==> src/rtl/muldiv_iter.sv <==
// Iterative RV32M multiply/divide unit: shift-add multiply and restoring divide,
// one operand bit per cycle, with valid/ready handshakes on both sides.
module muldiv_iter #(
  parameter int WIDTH = 32,
  parameter int TAG_W = 5
) (
  input  logic             clk,
  input  logic             reset,
  input  logic             flush,
  input  logic             in_valid,
  output logic             in_ready,
  input  logic [2:0]       in_funct3,
  input  logic [WIDTH-1:0] in_a,
  input  logic [WIDTH-1:0] in_b,
  input  logic [TAG_W-1:0] in_tag,
  output logic             out_valid,
  input  logic             out_ready,
  output logic [WIDTH-1:0] out_result,
  output logic [TAG_W-1:0] out_tag
);

  localparam int CNT_W = $clog2(WIDTH + 1);
  localparam logic [1:0] S_IDLE = 2'd0;
  localparam logic [1:0] S_CALC = 2'd1;
  localparam logic [1:0] S_FIX  = 2'd2;
  localparam logic [1:0] S_DONE = 2'd3;
  localparam logic [WIDTH-1:0] ONES    = {WIDTH{1'b1}};
  localparam logic [WIDTH-1:0] ZERO    = {WIDTH{1'b0}};
  localparam logic [WIDTH-1:0] MOST_NEG = {1'b1, {(WIDTH-1){1'b0}}};

  function automatic logic [WIDTH-1:0] cond_neg(input logic [WIDTH-1:0] v, input logic n);
    cond_neg = n ? (~v + {{(WIDTH-1){1'b0}}, 1'b1}) : v;
  endfunction

  logic [1:0]         state_r;
  logic [2:0]         funct3_r;
  logic               neg_r;
  logic [WIDTH-1:0]   opnd_r;
  logic [2*WIDTH-1:0] acc_r;
  logic [WIDTH:0]     rem_r;
  logic [CNT_W-1:0]   cnt_r;
  logic [TAG_W-1:0]   tag_r;
  logic               in_ready_r;
  logic               out_valid_r;
  logic [WIDTH-1:0]   out_result_r;
  logic [TAG_W-1:0]   out_tag_r;

  logic               a_signed_s, b_signed_s, a_neg_s, b_neg_s;
  logic [WIDTH-1:0]   a_mag_s, b_mag_s;
  logic               div_zero_s, div_ovf_s, special_s;
  logic [WIDTH-1:0]   special_res_s;
  logic [WIDTH:0]     mul_sum_s, div_shift_s, div_diff_s, rem_step_s;
  logic [2*WIDTH-1:0] acc_step_s, prod_s;
  logic [WIDTH-1:0]   fix_res_s;

  assign in_ready   = in_ready_r;
  assign out_valid  = out_valid_r;
  assign out_result = out_result_r;
  assign out_tag    = out_tag_r;

  // Request decode: operand signedness, magnitudes and divide special cases.
  always_comb begin
    a_signed_s = 1'b0;
    b_signed_s = 1'b0;
    case (in_funct3)
      3'b000, 3'b001, 3'b100, 3'b110: begin
        a_signed_s = 1'b1;
        b_signed_s = 1'b1;
      end
      3'b010: begin
        a_signed_s = 1'b1;
        b_signed_s = 1'b0;
      end
      default: begin
        a_signed_s = 1'b0;
        b_signed_s = 1'b0;
      end
    endcase
    a_neg_s    = a_signed_s & in_a[WIDTH-1];
    b_neg_s    = b_signed_s & in_b[WIDTH-1];
    a_mag_s    = cond_neg(in_a, a_neg_s);
    b_mag_s    = cond_neg(in_b, b_neg_s);
    div_zero_s = in_funct3[2] & (in_b == ZERO);
    div_ovf_s  = in_funct3[2] & a_signed_s & (in_a == MOST_NEG) & (in_b == ONES);
    special_s  = div_zero_s | div_ovf_s;
    special_res_s = ZERO;
    if (div_zero_s) begin
      special_res_s = in_funct3[1] ? in_a : ONES;
    end else if (div_ovf_s) begin
      special_res_s = in_funct3[1] ? ZERO : in_a;
    end else begin
      special_res_s = ZERO;
    end
  end

  // One iteration step: shift-add for multiply, restoring subtract for divide.
  always_comb begin
    mul_sum_s   = {1'b0, acc_r[2*WIDTH-1:WIDTH]} +
                  (acc_r[0] ? {1'b0, opnd_r} : {(WIDTH+1){1'b0}});
    div_shift_s = {rem_r[WIDTH-1:0], acc_r[WIDTH-1]};
    div_diff_s  = div_shift_s - {1'b0, opnd_r};
    acc_step_s  = acc_r;
    rem_step_s  = rem_r;
    if (funct3_r[2]) begin
      // Low half of acc_r shifts the dividend out and the quotient in.
      if (!div_diff_s[WIDTH]) begin
        rem_step_s = div_diff_s;
        acc_step_s = {acc_r[2*WIDTH-1:WIDTH], acc_r[WIDTH-2:0], 1'b1};
      end else begin
        rem_step_s = div_shift_s;
        acc_step_s = {acc_r[2*WIDTH-1:WIDTH], acc_r[WIDTH-2:0], 1'b0};
      end
    end else begin
      acc_step_s = {mul_sum_s, acc_r[WIDTH-1:1]};
      rem_step_s = rem_r;
    end
  end

  // Final sign correction and result selection.
  always_comb begin
    prod_s = neg_r ? (~acc_r + {{(2*WIDTH-1){1'b0}}, 1'b1}) : acc_r;
    case (funct3_r)
      3'b000:                 fix_res_s = prod_s[WIDTH-1:0];
      3'b001, 3'b010, 3'b011: fix_res_s = prod_s[2*WIDTH-1:WIDTH];
      3'b100, 3'b101:         fix_res_s = cond_neg(acc_r[WIDTH-1:0], neg_r);
      3'b110, 3'b111:         fix_res_s = cond_neg(rem_r[WIDTH-1:0], neg_r);
      default:                fix_res_s = ZERO;
    endcase
  end

  // Control FSM and datapath registers.
  always_ff @(posedge clk or negedge reset) begin
    if (!reset) begin
      state_r      <= S_IDLE;
      funct3_r     <= 3'b000;
      neg_r        <= 1'b0;
      opnd_r       <= ZERO;
      acc_r        <= {(2*WIDTH){1'b0}};
      rem_r        <= {(WIDTH+1){1'b0}};
      cnt_r        <= {CNT_W{1'b0}};
      tag_r        <= {TAG_W{1'b0}};
      in_ready_r   <= 1'b1;
      out_valid_r  <= 1'b0;
      out_result_r <= ZERO;
      out_tag_r    <= {TAG_W{1'b0}};
    end else if (flush) begin
      state_r     <= S_IDLE;
      in_ready_r  <= 1'b1;
      out_valid_r <= 1'b0;
    end else begin
      case (state_r)
        S_IDLE: begin
          if (in_valid) begin
            funct3_r   <= in_funct3;
            tag_r      <= in_tag;
            neg_r      <= (in_funct3[2] & in_funct3[1]) ? a_neg_s : (a_neg_s ^ b_neg_s);
            cnt_r      <= {CNT_W{1'b0}};
            rem_r      <= {(WIDTH+1){1'b0}};
            in_ready_r <= 1'b0;
            if (special_s) begin
              out_result_r <= special_res_s;
              out_tag_r    <= in_tag;
              out_valid_r  <= 1'b1;
              state_r      <= S_DONE;
            end else begin
              opnd_r  <= in_funct3[2] ? b_mag_s : a_mag_s;
              acc_r   <= {ZERO, (in_funct3[2] ? a_mag_s : b_mag_s)};
              state_r <= S_CALC;
            end
          end else begin
            state_r <= S_IDLE;
          end
        end
        S_CALC: begin
          acc_r <= acc_step_s;
          rem_r <= rem_step_s;
          cnt_r <= cnt_r + {{(CNT_W-1){1'b0}}, 1'b1};
          if (cnt_r == CNT_W'(WIDTH - 1)) begin
            state_r <= S_FIX;
          end else begin
            state_r <= S_CALC;
          end
        end
        S_FIX: begin
          out_result_r <= fix_res_s;
          out_tag_r    <= tag_r;
          out_valid_r  <= 1'b1;
          state_r      <= S_DONE;
        end
        S_DONE: begin
          if (out_ready) begin
            out_valid_r <= 1'b0;
            in_ready_r  <= 1'b1;
            state_r     <= S_IDLE;
          end else begin
            state_r <= S_DONE;
          end
        end
        default: begin
          out_valid_r <= 1'b0;
          in_ready_r  <= 1'b1;
          state_r     <= S_IDLE;
        end
      endcase
    end
  end

endmodule

==> config.mk <==
export PLATFORM = sky130hd
export DESIGN_NAME = muldiv_iter
export DESIGN_NICKNAME = d
export VERILOG_FILES = /design/src/rtl/muldiv_iter.sv
export SDC_FILE = /design/constraint.sdc
export NUM_CORES = 1
export LEC_CHECK = 0
export BUFFER_PORTS_ARGS = -buffer_cell sky130_fd_sc_hd__buf_4
export CAP_MARGIN = 20
export CORE_MARGIN = 5
export CORE_UTILIZATION = 40
export CTS_CLUSTER_DIAMETER = 60
export DETAILED_ROUTE_END_ITERATION = 12
export HOLD_SLACK_MARGIN = 0.1
export SETUP_SLACK_MARGIN = 0.5
export SLEW_MARGIN = 30
export SYNTH_ARGS = -nofsm -noshare
export SYNTH_HDL_FRONTEND = slang
export SYNTH_SLANG_ARGS = --single-unit
==> constraint.sdc <==
create_clock -name clk -period 3.1 [get_ports clk]
set_clock_uncertainty 0.1 [all_clocks]
set_input_delay 0.31 -clock clk [delete_from_list [all_inputs] [get_ports clk]]
set_output_delay 0.31 -clock clk [all_outputs]
set_load 0.05 [all_outputs]
==> results of run 1 <==
-- synth_stat cells, types with 23 or more instances --
library cell,n
nand2_1,227
o21ai_0,211
nor2_1,205
dfrtp_1,183
a21oi_1,170
xnor2_1,119
mux2i_1,91
xor2_1,85
clkbuf_1,77
ha_1,70
inv_1,65
o31ai_1,50
nor3_1,46
or3_1,31
a21o_1,26
mux2_2,25
nand3_1,23
-- worst max-delay path by stage --
stage          depth (start not counted)             end  slack [ns]
2_1_floorplan                         12  out_result[26]        0.12
3_3_place_gp                          11  out_result[19]       -0.28
3_5_place_dp                          15       acc_r[60]       -0.36
4_1_cts                               10  out_result[24]       -0.17
5_1_grt                               10  out_result[24]       -0.32
6_report                              10  out_result[24]       -0.26
-- cell families after synthesis --
| family | after synthesis |
|---|---|
| simple gates | 664 |
| flops | 184 |
| buf+inv | 174 |
| fa+ha+maj | 72 |
| xor+xnor | 205 |
| compound gates | 617 |
| mux | 116 |
-- final cells by class --
| cell class | count | area (sq um) |
|---|---|---|
| fillers | 3454 | 15300 |
| diodes | 1 | 2.50 |
| flip-flops and latches | 184 | 4610 |
| clock inverters | 15 | 135 |
| well taps | 525 | 657 |
| repair buffers | 545 | 5030 |
| clock buffers | 17 | 425 |
| multi-input cells | 1674 | 13300 |
| inverters | 67 | 254 |
-- timing repair --
item                       in CTS  in global routing
gates resized for setup       326                329
hold buffers                   11                  0
pin swaps                     122                163
hold endpoints to repair       74                  0
gates cloned                    8                 11
setup buffers                  40                 44
setup endpoints to repair     130                147
-- flip-flops by register name, summed over array words and instances, names as in the netlist --
register and count:
acc_r 64, opnd_r 32, out_result 32, rem_r 32, cnt_r 6, out_tag 5
tag_r 5, funct3_r 3, state_r 2, in_ready 1, neg_r 1, out_valid 1
-- power by group through the flow --
stage	registers [uW]	clock network (uW)	logic, uW
global placement	3050	0	5150
floorplan	3190	0	2690
detailed placement	3060	0	5200
CTS	3040	2220	6020
global route	3110	2310	7170
finish	3080	2200	6820
-- layer usage --
metal | vias up | global-route usage
met1 | 8779 | 0.402
met2 | 754 | 0.474
li1 | 8249 | -
met3 | 156 | 0.0737
met4 | 4 | 0.134
met5 | - | 0
-- tightest hold or removal path, stage by stage --
cell and delay (ns):
buf_4 0.14, xnor2_1 0.08, nand3_1 0.08, o21ai_0 0.07
-- per-stage QoR --
step	power [uW]	area, sq um	TNS [ns]
after floorplan	5880	16300	0
after global placement	8200	19800	-11.42
after detailed placement	8260	19800	-15.62
after CTS	11300	22600	-3.49
after global routing	12600	24400	-12.89
final	12100	24400	-6.58
==> metrics.cfg, run 1 <==
[power_and_ir_drop]
ir_drop_mv=0.425
p_seq_frac=0.254
power_density_nw_per_um2=496
power.share.combinational=0.564
p_switching_uw=5360
clkPwrFrac=0.182
p_int_uw=6740
p_sw_frac=0.443
p_leak_uw=0.0105

[place]
portBuffers=115
dp_hpwl_mm=52.6
placed_cells=2881
pre_cts_slack_ns=-0.358
place.gp.congestion=0.984

[timing]
period_minus_slack_ns=3.36
hold_viol=0
setup_violations=62
finalMaxSlewViolations=0
whs_ns=0.150
slew_headroom=0.379
worstMarginPinSlew_ns=0.929
fin_crit_sh=1.09
worst_slack_ns=-0.264
max_freq_mhz=297
grt_setup_unrepaired=yes

[clock_tree]
insertion_delay_ns=0.48
max-clock-path-buffers=2
cts_inserted_buffers=17
cts_tree=done
htree_levels=4
clockRootBuffer=clkbuf_16
clkTransAtPathRegs_ns=0.08
cts.sinks=184

[route]
vias_per_cell=5.93
num_vias=17942
drc=0
wl_per_cell_um=23.7
wl_met1_mm=30.0
top_layer=met5
wirelength_mm=71.7
ant_nets=0
dr.pass1.iters=8
drt_iter0_markers=1744
wl_met3_mm=5.42
wl_met2_mm=32.8

[logic_synthesis]
synth-seq-cells=184
synthAdderAreaFrac=0.0570
yosys.area.top_type=dfrtp_1
synthMuxAreaShare=0.0742
yosysTopAreaCellShare=0.285
synth.area.top_cells=dfrtp_1 (29%), o21ai_0 (6.6%), xnor2_1 (6.5%)
synth-compound-area-share=0.234
synth-edff-count=0
synth_area_sq_um=16100
synth_fp_nets=2181
async_flop_share=1.00
ys_seq_area_frac=0.287
yosys.area_share.simple=0.192
avgSynthCellArea_sq_um=7.91
synthDistinctLibCells=80
synth_xor_area_frac=0.112
synth_top_family_by_area=compound AO/OA/AOI/OAI gates
yosysWarnings=0
synthCells=2032
synth_ff_type=dfrtp_1

[hold_path]
worstHoldPathCells=4
hold_path_startpoint=in_a[31]
min_to=neg_r
hold_path.class=in -> reg

[critical_path]
startpoint_type=register
crit_start=acc_r[12]
path_max_fanout=3
path_class=reg -> reg
slowest_stage=or4_4
cp-end-kind=register
crit_required_ns=3.35
worstPathCellList=or4_4 -> nor3_4 -> buf_6 -> nand4_1 -> or4_4 -> o31ai_4 -> xnor2_1 -> a222oi_1 -> buf_4 -> o21ai_2
r2r_start=acc_r[12]
critical_path.top_delay_family=simple AND/OR/NAND/NOR gates
path_common_cell=or4_4
r2r_slack_ns=-0.26
rr_worst_depth=10
slowest_delay_ns=0.56
timing.rr.end=out_result[24]
cp_num_buf_inv=2
arrival_ns=3.61

[floorplan]
pin_count=116
die_w_um=210
row_count=73
die_area_sq_um=44300
die_h_um=210
start_util=0.404
core_area_sq_um=39700

[global_routing]
grtUsageTotal=0.303
grt_max_degree=86
grt_pass1_wl_mm=103
grt_antenna_before_repair=2
overflow=0
grt_pass1_vias=16928

[final_layout]
area_growth_pct=52.0
utilization=0.614
instances_no_fill=3028
fin_nets=2638
final_cell_mix=buf_4 (417), nor2_1 (185), dfrtp_1 (180)
final_common_cell=buf_4
drive_gt1_frac=0.395

[outcome]
status=finished, violations left
violations=negative setup slack

[run]
drv_cap=0

(Power assumes the default switching activity.)
==> run 2, diff against run 1 <==
ABC_CLOCK_PERIOD_IN_PS = 3100   (was not set)
BUFFER_PORTS_ARGS = not set   (was -buffer_cell sky130_fd_sc_hd__buf_4)
DONT_BUFFER_PORTS = 1   (was not set)
==> metrics.cfg, run 2 (synthesis results as in run 1) <==
[critical_path]
arrival_ns=3.60
path_max_fanout=4
startpoint_type=register
worstPathCellList=or3_4 -> or3_4 -> nor2_4 -> nand3_2 -> buf_4 -> or4_4 -> o31ai_4 -> xnor2_1 -> a222oi_1 -> buf_4 -> o21ai_1
timing.rr.end=out_result[24]
cp-end-kind=register
path_class=reg -> reg
crit_start=acc_r[30]
r2r_start=acc_r[30]
r2r_slack_ns=-0.24
slowest_stage=or4_4
rr_worst_depth=11
slowest_delay_ns=0.52
crit_required_ns=3.36

[route]
wl_per_cell_um=23.6
drt_iter0_markers=1785
vias_per_cell=6.02
drc=0
ant_nets=0
num_vias=17483
dr.pass1.iters=6
wirelength_mm=68.4

[clock_tree]
clockRootBuffer=clkbuf_16
max-clock-path-buffers=2
cts.sinks=184
htree_levels=4
insertion_delay_ns=0.47
clkTransAtPathRegs_ns=0.09
cts_inserted_buffers=17
cts_tree=done

[timing]
hold_viol=184
worst_slack_ns=-0.241
fin_crit_sh=1.08
finalMaxSlewViolations=0
whs_ns=-0.577
slew_headroom=0.438
worstMarginPinSlew_ns=0.841
period_minus_slack_ns=3.34
setup_violations=55
max_freq_mhz=299
grt_setup_unrepaired=yes

[global_routing]
grt_pass1_wl_mm=103
grt_antenna_before_repair=3
overflow=0
grtUsageTotal=0.299
grt_max_degree=185
grt_pass1_vias=16844

[floorplan]
die_area_sq_um=44300
start_util=0.404
pin_count=116
core_area_sq_um=39700
row_count=73
die_h_um=210
die_w_um=210

[hold_path]
hold_path.class=in -> async

[outcome]
violations=negative hold slack, negative setup slack
status=finished, violations left

[power_and_ir_drop]
p_leak_uw=0.00955
ir_drop_mv=0.393
power_density_nw_per_um2=506

[place]
dp_hpwl_mm=50.6
placed_cells=2766
portBuffers=0
place.gp.congestion=1.01

[final_layout]
final_cell_mix=buf_4 (300), nand2_1 (216), nor2_1 (179), dfrtp_1 (179), a21oi_1 (131)
final_common_cell=buf_4
fill_cells=3461
drive_gt1_frac=0.321
instances_no_fill=2903
fin_nets=2514
area_growth_pct=41.8
largest-register=acc_r
largest_reg_flops=64
antennaDiodeCount=0

[run]
drv_cap=0

## run 2: how the worst max path moves through the flow
stage	endpoint	slack (ns)	cells past startpoint
final	out_result[24]	-0.24	11
after global routing	rem_r[19]	-0.32	16
after CTS	out_result[24]	-0.20	11
after detailed placement	out_result[24]	-0.31	13
after global placement	out_result[24]	-0.26	13
after floorplan	out_result[26]	0.12	12
## run 2: metal layers
layer  up-vias  track usage  wire, um
met5         -            0        34
met4         4        0.119      3420
met3       165       0.0566      5280
met2       753        0.465     30600
met1      8558        0.413     29100
li1       8003            -         -
## run 2: repair_timing
action,4_1_cts,5_1_grt
endpoints found under the hold margin,252,185
cloned,6,1
buffers inserted,47,23
hold buffers,27,1
pin swaps,178,90
gates resized for setup,364,105
endpoints found under the setup margin,94,130
## run 2: power by group
group / leakage, uW / total, uW / internal [uW] / switching, uW
combinational: 0.00686 / 5960 / 2660 / 3290
sequential: 0.00238 / 3240 / 2720 / 518
clock: 0.000300 / 2340 / 1110 / 1230
total: 0.00955 / 11500 / 6490 / 5040
## run 2: area by class of cell
cell class	instances	area, sq um	share of cell area
multi-input combinational	1674	12800	0.562
sequential	184	4610	0.202
timing repair buffer	421	3840	0.168
tap	525	657	0.0288
clock buffer	17	425	0.0187
inverter	67	256	0.0113
clock inverter	15	199	0.00873
## run 2: critical path, delay by kind of cell, from the launching register on
kind / cells / cell delay (ns)
AND/OR/NAND/NOR: 5 / 1.53
AO/OA/AOI/OAI: 3 / 0.72
flip-flops: 1 / 0.39
buffers and inverters: 2 / 0.35
XOR/XNOR: 1 / 0.13
## run 2: through the flow
stage	setup TNS (ns)	worst slack (ns)	utilization	total power (uW)	cell area, sq um
after floorplan	0	0.124	-	5880	16300
after CTS	-4.85	-0.202	0.556	11100	22100
after global routing	-11.84	-0.321	0.573	12000	22800
final	-5.97	-0.241	0.573	11500	22800
after global placement	-4.52	-0.256	0.476	7850	18900
after detailed placement	-8.01	-0.311	0.476	7920	18900
